### config.mk
export PLATFORM = sky130hd
export DESIGN_NAME = uart_tx_serializer_flat
export DESIGN_NICKNAME = d
export VERILOG_FILES = /design/src/rtl/uart_tx_serializer_if.sv /design/src/rtl/uart_tx_serializer.sv /design/src/flat_wrapper.sv
export SDC_FILE = /design/constraint.sdc
export NUM_CORES = 1
export LEC_CHECK = 0
export ABC_AREA = 1
export BUFFER_PORTS_ARGS = -buffer_cell sky130_fd_sc_hd__buf_2
export CORE_ASPECT_RATIO = 1.1
export CORE_MARGIN = 2
export CORE_UTILIZATION = 55
export DETAILED_ROUTE_END_ITERATION = 16
export HOLD_SLACK_MARGIN = 0.02
export PLACE_DENSITY_LB_ADDON = 0.3
export SYNTH_ARGS = -nofsm -noshare
export SYNTH_HDL_FRONTEND = slang
export SYNTH_SLANG_ARGS = --single-unit
### constraint.sdc
create_clock -name clk -period 2.2 [get_ports clk]
set_input_delay 0.22 -clock clk [delete_from_list [all_inputs] [get_ports clk]]
set_output_delay 0.22 -clock clk [all_outputs]
set_load 0.01 [all_outputs]
### src/rtl/uart_tx_serializer_if.sv
// FIFO read port between the TX FIFO and the UART serializer.
// The serializer (master) pops words; the FIFO (slave) presents empty flag and read data.
interface uart_tx_serializer_if #(
    parameter int data_wd = 8
);
    logic               fifo_empty;
    logic [data_wd-1:0] fifo_rd_data;
    logic               fifo_rd_en;

    modport master (
        input  fifo_empty,
        input  fifo_rd_data,
        output fifo_rd_en
    );

    modport slave (
        output fifo_empty,
        output fifo_rd_data,
        input  fifo_rd_en
    );
endinterface

### src/rtl/uart_tx_serializer.sv
// UART transmit serializer: pops one FIFO word per frame and shifts it out as
// start + data (LSB first) + optional parity + stop, at a run-time bit period.
module uart_tx_serializer #(
    parameter int data_wd = 8,
    parameter int div_wd  = 16
) (
    input  logic                 clk,
    input  logic                 rst,
    input  logic                 tx_en,
    input  logic [div_wd-1:0]    baud_div,
    input  logic                 parity_en,
    input  logic                 parity_odd,
    uart_tx_serializer_if.master fifo,
    output logic                 tx,
    output logic                 busy,
    output logic                 done
);
    localparam int bit_cw = (data_wd > 1) ? $clog2(data_wd) : 1;
    localparam logic [bit_cw-1:0] last_bit = bit_cw'(data_wd - 1);

    typedef enum logic [2:0] {
        IDLE, FETCH, LOAD, START, DATA, PARITY, STOP
    } state_t;

    state_t             state;
    logic [data_wd-1:0] shreg;
    logic [div_wd-1:0]  baud_cnt;
    logic [div_wd-1:0]  div_l;
    logic [bit_cw-1:0]  bit_cnt;
    logic               par_en_l;
    logic               par_bit;
    logic               bit_end;

    // div_l is never 0, so the last clock of a bit is always div_l-1
    assign bit_end = (baud_cnt == div_l - div_wd'(1));

    always_ff @(posedge clk or negedge rst) begin
        if (!rst) begin
            state           <= IDLE;
            tx              <= 1'b1;
            fifo.fifo_rd_en <= 1'b0;
            busy            <= 1'b0;
            done            <= 1'b0;
            shreg           <= '0;
            baud_cnt        <= '0;
            bit_cnt         <= '0;
            div_l           <= div_wd'(1);
            par_en_l        <= 1'b0;
            par_bit         <= 1'b0;
        end else begin
            done <= 1'b0;
            case (state)
                IDLE: begin
                    tx <= 1'b1;
                    if (tx_en && !fifo.fifo_empty) begin
                        fifo.fifo_rd_en <= 1'b1;
                        busy            <= 1'b1;
                        state           <= FETCH;
                    end
                end
                FETCH: begin
                    fifo.fifo_rd_en <= 1'b0;
                    state           <= LOAD;
                end
                LOAD: begin
                    // Frame settings are frozen here so mid-frame input changes cannot tear a frame
                    shreg    <= fifo.fifo_rd_data;
                    div_l    <= (baud_div == '0) ? div_wd'(1) : baud_div;
                    par_en_l <= parity_en;
                    par_bit  <= parity_odd ? ~^fifo.fifo_rd_data : ^fifo.fifo_rd_data;
                    baud_cnt <= '0;
                    bit_cnt  <= '0;
                    tx       <= 1'b0;
                    state    <= START;
                end
                START: begin
                    if (bit_end) begin
                        baud_cnt <= '0;
                        tx       <= shreg[0];
                        shreg    <= shreg >> 1;
                        state    <= DATA;
                    end else begin
                        baud_cnt <= baud_cnt + div_wd'(1);
                    end
                end
                DATA: begin
                    if (bit_end) begin
                        baud_cnt <= '0;
                        if (bit_cnt == last_bit) begin
                            bit_cnt <= '0;
                            if (par_en_l) begin
                                tx    <= par_bit;
                                state <= PARITY;
                            end else begin
                                tx    <= 1'b1;
                                state <= STOP;
                            end
                        end else begin
                            bit_cnt <= bit_cnt + bit_cw'(1);
                            tx      <= shreg[0];
                            shreg   <= shreg >> 1;
                        end
                    end else begin
                        baud_cnt <= baud_cnt + div_wd'(1);
                    end
                end
                PARITY: begin
                    if (bit_end) begin
                        baud_cnt <= '0;
                        tx       <= 1'b1;
                        state    <= STOP;
                    end else begin
                        baud_cnt <= baud_cnt + div_wd'(1);
                    end
                end
                STOP: begin
                    if (bit_end) begin
                        baud_cnt <= '0;
                        done     <= 1'b1;
                        busy     <= 1'b0;
                        state    <= IDLE;
                    end else begin
                        baud_cnt <= baud_cnt + div_wd'(1);
                    end
                end
                default: begin
                    tx    <= 1'b1;
                    busy  <= 1'b0;
                    state <= IDLE;
                end
            endcase
        end
    end
endmodule
### src/flat_wrapper.sv
// flat-port wrapper written by rule: the top's interface ports become plain ports
module uart_tx_serializer_flat 
#(
    parameter int data_wd = 8,
    parameter int div_wd  = 16
)
  (clk, rst, tx_en, baud_div, parity_en, parity_odd, tx, busy, done, fifo_fifo_empty, fifo_fifo_rd_data, fifo_fifo_rd_en);
  uart_tx_serializer_if #(.data_wd(data_wd)) fifo_i ();
  input  logic clk;
  input  logic rst;
  input  logic tx_en;
  input  logic [div_wd-1:0] baud_div;
  input  logic parity_en;
  input  logic parity_odd;
  output logic tx;
  output logic busy;
  output logic done;
  input wire logic [$bits(fifo_i.fifo_empty)-1:0] fifo_fifo_empty;
  input wire logic [$bits(fifo_i.fifo_rd_data)-1:0] fifo_fifo_rd_data;
  output wire logic [$bits(fifo_i.fifo_rd_en)-1:0] fifo_fifo_rd_en;
  assign fifo_i.fifo_empty = fifo_fifo_empty;
  assign fifo_i.fifo_rd_data = fifo_fifo_rd_data;
  assign fifo_fifo_rd_en = fifo_i.fifo_rd_en;
  uart_tx_serializer #(.data_wd(data_wd), .div_wd(div_wd)) u_core (.clk(clk), .rst(rst), .tx_en(tx_en), .baud_div(baud_div), .parity_en(parity_en), .parity_odd(parity_odd), .fifo(fifo_i), .tx(tx), .busy(busy), .done(done));
endmodule
# Yosys cells after proc, flatten, opt, wreduce, memory -nomap -nowiden
# Index checks and enable logic that the tools add are counted.
word_totals:
  wordCells: 81
  ramBits: 0
  rom_bits: 0
  in_bits: 30
  mem_count: 0
  regBits: 52
  latch_bits: 0
  output_inout_bits: 4
op_classes:
  n_mul: 0
  eq_ne: 15
  shift: 0
  magnitude_cmp: 0
  n_mux: 31
  reduce_logical: 19
  bitwise: 2
  div_mod_pow: 0
  add_sub_neg: 3
ops:
  columns: ["cell", "count"]
  rows:
  - ["16-bit two-way mux", 2]
  - ["16-bit case mux with 2 select lines", 1]
  - ["3-bit two-way mux", 8]
  - ["8-bit two-way mux", 3]
  - ["8-bit case mux with 3 select lines", 1]
  - ["3-bit case mux with 7 select lines", 1]
  - ["16-bit by 1-bit adder with 16-bit output, second input constant", 1]
  - ["16-bit equality test", 1]
  - ["16-bit zero test", 1]
  - ["16-bit by 1-bit subtractor with 16-bit output, second input constant", 1]
  - ["3-bit equality test, second input constant", 4]
  - ["2-bit by 1-bit != test with 1-bit output, second input constant", 6]
  - ["1-bit two-way mux", 10]
  - ["4-bit AND reduction", 2]
  - ["8-bit XNOR reduction", 1]
  - ["8-bit XOR reduction", 1]
  - ["3-bit by 2-bit equality test with 1-bit output, second input constant", 2]
  - ["3-bit case mux with 2 select lines", 1]
  - ["6-bit AND reduction", 1]
  - ["2-bit nonzero test", 3]
  - ["1-bit case mux with 5 select lines", 1]
  - ["5-bit OR reduction", 1]
  - ["2-bit AND reduction", 2]
  - ["4-bit OR reduction", 1]
  - ["other kinds (13)", 14]

# Longest topological paths before layout
logic_depth:
  word_depth: 4
  ltp_mapped: 16
  ltp_nobuf: 16

# Worst setup path after synthesis
# No wires, ideal clock.
synth_path:
  path_type: "reg-to-reg"
  startpoint: "register u_core.div_l[0]"
  endpoint: "register u_core.shreg[0]"
  setup_ns: 0.117
  arrival_time_ns: 1.928
  slack_ns: 0.155
  required_time_ns: 2.083
  stages_incl_launch_ff: 16
  period_less_slack_ns: 2.045
  cell_sequence: "dfstp_2 > inv_1 > ha_1 > inv_1 > nand2_1 > nand2_1 > nor2_1 > nand2_1 > nor2_1 > nand4_1 > nor2_1 > nand3_4 > nand2_4 > nand2_4 > nand2_1 > nand2_1"
synth_via:
  elab_chain_cells: 4
  word_cells_on_any_way: 5
  cone_classes: "add/sub (1); eq/ne (3); reduce/logical (1)"
synth_rtl:
  columns: ["item", "line", "text"]
  rows:
  - ["from (decl)", "uart_tx_serializer.sv:28", "logic [div_wd-1:0] div_l;"]
  - ["from (signal assigned)", "uart_tx_serializer.sv:47", "div_l <= div_wd'(1);"]
  - ["from (signal assigned)", "uart_tx_serializer.sv:68", "div_l <= (baud_div == '0) ? div_wd'(1) : baud_div;"]
  - ["16-bit by 1-bit subtractor with 16-bit output *", "uart_tx_serializer.sv:35", "assign bit_end = (baud_cnt == div_l - div_wd'(1));"]
  - ["16-bit equality test *", "uart_tx_serializer.sv:35", null]
  - ["2-bit by 1-bit != test with 1-bit output (no source line)", null, null]
  - ["4-bit AND reduction (no source line) *", null, null]
  - ["to (signal assigned)", "uart_tx_serializer.sv:67", "shreg <= fifo.fifo_rd_data;"]
  - ["to (signal assigned)", "uart_tx_serializer.sv:80", "shreg <= shreg >> 1;"]
  - ["to (signal assigned)", "uart_tx_serializer.sv:101", "shreg <= shreg >> 1;"]
  - ["to (decl)", "uart_tx_serializer.sv:26", "logic [data_wd-1:0] shreg;"]
# Mark *: on every way between the ends. The rest lies on a longest branch, timed or not.
# A chain may end at the register's enable or synchronous reset.

# Worst setup path in the final report
layout_path:
  startpoint: "register u_core.div_l[0]"
  endpoint: "register u_core.baud_cnt[5]"
layout_via:
  elab_chain_cells: 4
layout_rtl:
  columns: ["item", "line", "text"]
  rows:
  - ["16-bit by 1-bit subtractor with 16-bit output", "uart_tx_serializer.sv:35", null]
  - ["16-bit equality test", "uart_tx_serializer.sv:35", null]
  - ["16-bit two-way mux", null, null]
  - ["16-bit case mux with 2 select lines", "uart_tx_serializer.sv:52", "case (state)"]
  - ["to (signal assigned)", "uart_tx_serializer.sv:83", "baud_cnt <= baud_cnt + div_wd'(1);"]
  - ["to (signal assigned)", "uart_tx_serializer.sv:113", "baud_cnt <= baud_cnt + div_wd'(1);"]
  - ["to (signal assigned)", "uart_tx_serializer.sv:123", "baud_cnt <= baud_cnt + div_wd'(1);"]
  - ["to (decl)", "uart_tx_serializer.sv:27", "logic [div_wd-1:0] baud_cnt;"]
# No other way between the ends.

==> impl_metrics.prom <==
# TYPE chip_impl_metric gauge
chip_impl_metric{name="cp_max_fo",unit=""} 6
chip_impl_metric{name="slew_viol_final",unit=""} 0
chip_impl_metric{name="fp.dieW",unit="µm"} 80.1
chip_impl_metric{name="grt_max_degree",unit=""} 33
chip_impl_metric{name="leakage_component_of_the_power",unit="nW"} 2.05
chip_impl_metric{name="yosys.cell_types.count",unit=""} 38
chip_impl_metric{name="power.total",unit="mW"} 5.15
chip_impl_info{name="cp-start-kind",value="register"} 1
chip_impl_metric{name="numPortBuffers",unit=""} 33
chip_impl_info{name="worstSetupEndpointType",value="register"} 1
chip_impl_metric{name="dpl.hpwl",unit="µm"} 6470
chip_impl_info{name="min_path_type",value="in -> reg"} 1
chip_impl_metric{name="crit_required",unit="ps"} 2380
chip_impl_metric{name="yosys_warnings",unit=""} 0
chip_impl_info{name="grt_setup_unrepaired",value="yes"} 1
chip_impl_metric{name="endpoints_failing_setup",unit=""} 0
chip_impl_metric{name="finalClockSkew",unit="ps"} 7.39
chip_impl_metric{name="grt_first_pass_wirelength",unit="µm"} 14200
chip_impl_metric{name="pre_cts_ws",unit="ps"} -67.8
chip_impl_metric{name="drt-total-wl",unit="µm"} 8430
chip_impl_metric{name="grt-ovfl-total",unit=""} 0
chip_impl_metric{name="average_instance_area_after_synthesis",unit="µm²"} 7.12
chip_impl_metric{name="synthArstFlopShare",unit="%"} 100
chip_impl_metric{name="synthToLayoutAreaGrowth",unit="%"} 17.0
chip_impl_info{name="layout.cells.most_common",value="nand2_1"} 1
chip_impl_metric{name="dieArea",unit="µm²"} 7030
chip_impl_metric{name="initial_antenna_violation_count",unit=""} 0
chip_impl_metric{name="layout.cells.non_filler",unit=""} 621
chip_impl_metric{name="postSynthRegisterBits",unit=""} 52
chip_impl_metric{name="fp-row-count",unit=""} 30
chip_impl_metric{name="timing.max_slew.rel_slack",unit="%"} 51.8
chip_impl_metric{name="worst_hold_slack",unit="ps"} 128
chip_impl_metric{name="cts_htree_levels",unit=""} 2
chip_impl_metric{name="number_of_global_route_vias_before_repair",unit=""} 3207
chip_impl_metric{name="post_drt_via_cell_ratio",unit=""} 5.33
chip_impl_metric{name="clk-insertion-delay-late",unit="ps"} 310
chip_impl_metric{name="worstRegToRegCells",unit=""} 14
chip_impl_info{name="most_frequent_cells_in_the_layout",value="160 x nand2_1, 52 x inv_1, 50 x dfrtp_1"} 1
chip_impl_metric{name="hold_path_depth",unit=""} 3
chip_impl_metric{name="dpl-instance-area",unit="µm²"} 3820
chip_impl_metric{name="placed_cells_incl_taps",unit=""} 607
chip_impl_metric{name="sequential_to_total_area_share_from_yosys_stat",unit="%"} 37.2
chip_impl_metric{name="yosysTopAreaCellShare",unit="%"} 35.7
chip_impl_metric{name="cts_num_sinks",unit=""} 52
chip_impl_metric{name="clkTransAtPathRegs",unit="ps"} 100
chip_impl_metric{name="timing_worst_slew_pin_value",unit="ps"} 723
chip_impl_metric{name="antenna_cells",unit=""} 0
chip_impl_info{name="synth_flop_cell",value="dfrtp_1"} 1
chip_impl_metric{name="setup-tns-final",unit="ps"} 0
chip_impl_metric{name="final_util",unit="%"} 66.6
chip_impl_metric{name="final.min_clock_period",unit="ps"} 2200
chip_impl_metric{name="finished_cell_area",unit="µm²"} 4100
chip_impl_metric{name="fp.coreArea",unit="µm²"} 6160
chip_impl_metric{name="post-route-drc-count",unit=""} 0
chip_impl_metric{name="timing.reg2reg.setup_slack",unit="ps"} 2
chip_impl_metric{name="final_critical_path_setup_slack",unit="ps"} 2.39
chip_impl_metric{name="vdd_ir_drop_max",unit="mV"} 0.708
chip_impl_metric{name="max_cap_violations",unit=""} 0
chip_impl_metric{name="start_util",unit="%"} 56.9
chip_impl_info{name="holdPathEnd",value="u_core.div_l[15]$_DFFE_PN0P_"} 1
chip_impl_info{name="netlist_top_cells_area",value="dfrtp_1 36%, nand2_1 18%, inv_1 5.8%, nand3_1 5.1%, xor2_1 5.0%"} 1
chip_impl_info{name="tritoncts",value="done"} 1
chip_impl_metric{name="cts_made_buffers",unit=""} 5
chip_impl_metric{name="drt.antenna.violating_nets",unit=""} 0
chip_impl_metric{name="p_per_area",unit="nW/µm²"} 1260
chip_impl_info{name="critical_path.reg2reg.startpoint",value="u_core.div_l[0]$_DFFE_PN1P_"} 1
chip_impl_metric{name="place.gp.congestion",unit=""} 0.953
chip_impl_metric{name="layout.nets",unit=""} 574
chip_impl_metric{name="route.detailed.wl_per_inst",unit="µm"} 13.6
chip_impl_metric{name="drtPass1Iterations",unit=""} 5
chip_impl_metric{name="fmax",unit="GHz"} 0.455
chip_impl_metric{name="globalRouteTotalUtil",unit="%"} 25.7
chip_impl_metric{name="cell_area_after_synthesis",unit="µm²"} 3500
chip_impl_metric{name="ioPinCount",unit=""} 34
chip_impl_info{name="worst_r2r_endpoint",value="u_core.baud_cnt[5]$_DFFE_PN0P_"} 1
chip_impl_metric{name="floorplan.die.height",unit="µm"} 87.7
chip_impl_info{name="outcome",value="completed"} 1
chip_impl_info{name="hold_path_startpoint",value="baud_div[15]"} 1
chip_impl_info{name="cts-root-buf",value="clkbuf_8"} 1
chip_impl_metric{name="hold_violations",unit=""} 0
chip_impl_metric{name="synth_nets",unit=""} 526
chip_impl_metric{name="post_synth_inst_count",unit=""} 492
chip_impl_metric{name="vias",unit=""} 3308
chip_impl_metric{name="synth-edff-count",unit=""} 0
chip_impl_metric{name="maximum_root_to_sink_buffer_count",unit=""} 2
chip_impl_info{name="criticalPathCategory",value="reg -> reg"} 1
chip_impl_metric{name="iter_0_drt_violations",unit=""} 309
chip_impl_metric{name="timing.critical_path.arrival",unit="ps"} 2380
chip_impl_info{name="synth.largest_area_cell",value="dfrtp_1"} 1
chip_impl_metric{name="post_route_cells_drive_above_1_share",unit="%"} 20.3
chip_impl_metric{name="finalCritPeriodShare",unit="%"} 99.9
## timing repair
item,4_1_cts,5_1_grt
hold endpoints to repair,29,0
setup buffers,2,2
pin swaps,9,14
setup endpoints to repair,21,33
gates resized for setup,6,28
cloned,0,1
hold buffers,1,0
## worst max-delay path, cell delays in order, from the launching register on
cell	delay, ps
dfstp_2	550
inv_2	50
ha_4	260
inv_2	30
nand2_2	50
nand2_2	60
nor2_4	90
nand2_1	50
nor2_1	80
nand4_1	120
nor2_2	170
nand3_4	180
nand2_8	170
clkbuf_16	160
o22ai_2	50
## metal layers
| metal | track usage (%) | up-vias | part of all wire [%] |
|---|---|---|---|
| li1 | - | 1668 | - |
| met1 | 31.4 | 1523 | 43 |
| met2 | 45.3 | 97 | 50 |
| met3 | 2.89 | 20 | 4.4 |
| met4 | 11.7 | 0 | 3.2 |
| met5 | 0 | - | 0 |
## worst max-delay path by stage
| stage | depth (start not counted) | to | start | slack, ps |
|---|---|---|---|---|
| finish | 14 | u_core.baud_cnt[5]$_DFFE_PN0P_ | u_core.div_l[0]$_DFFE_PN1P_ | 2 |
| global route | 15 | u_core.state[2]$_DFFE_PN0P_ | u_core.div_l[0]$_DFFE_PN1P_ | -170 |
| detailed placement | 15 | u_core.shreg[4]$_DFFE_PN0P_ | u_core.div_l[0]$_DFFE_PN1P_ | -70 |
| floorplan | 15 | u_core.shreg[0]$_DFFE_PN0P_ | u_core.div_l[0]$_DFFE_PN1P_ | 150 |
| global placement | 15 | u_core.shreg[1]$_DFFE_PN0P_ | u_core.div_l[0]$_DFFE_PN1P_ | -50 |
| CTS | 15 | u_core.shreg[4]$_DFFE_PN0P_ | u_core.div_l[0]$_DFFE_PN1P_ | 0.2 |
## cells in the mapped netlist, drive strengths merged, types with 3 or more instances
| cell type | number |
|---|---|
| clkbuf | 7 |
| dfrtp | 50 |
| ha | 4 |
| inv | 55 |
| mux2 | 7 |
| nand2 | 180 |
| nand3 | 38 |
| nand3b | 3 |
| nand4 | 11 |
| nor2 | 49 |
| nor3 | 12 |
| nor4 | 4 |
| o21ai | 20 |
| o22ai | 9 |
| xnor2 | 10 |
| xor2 | 20 |
## registers in the layout (all words and copies together) (netlist names)
register,count
u_core.tx,1
u_core.div_l,16
u_core.busy,1
u_core.baud_cnt,16
u_core.shreg,8
u_core.par_bit,1
u_core.bit_cnt,3
u_core.par_en_l,1
u_core.done,1
u_core.state,3
u_core.fifo.fifo_rd_en,1
## cells by family (layout without fill, tap and decap cells)
logic type	after synthesis	count (layout)	share of synthesized area (%)
and+or+nand+nor	303	303	39.4
buffers and inverters	64	113	7.18
DFF	52	52	37.2
AOI/OAI and AO/OA	32	32	5.03
xor gates and xnor gates	30	30	7.50
muxes	7	7	2.25
adders and majority gates	4	4	1.43
## area by class of cell
| cell class | count | area, µm² |
|---|---|---|
| Tap cell | 80 | 100 |
| Timing Repair Buffer | 50 | 329 |
| Fill cell | 524 | 2050 |
| Clock buffer | 7 | 76.3 |
| Clock inverter | 1 | 5.00 |
| Inverter | 55 | 206 |
| Multi-Input combinational cell | 376 | 2080 |
| Sequential cell | 52 | 1300 |
## power breakdown
part           switching, mW  internal [mW]  total (mW)
Combinational           1.82           1.15        2.96
Sequential             0.349           1.30        1.65
Clock                  0.316          0.224       0.540
Power figures use the tool's default switching activity.
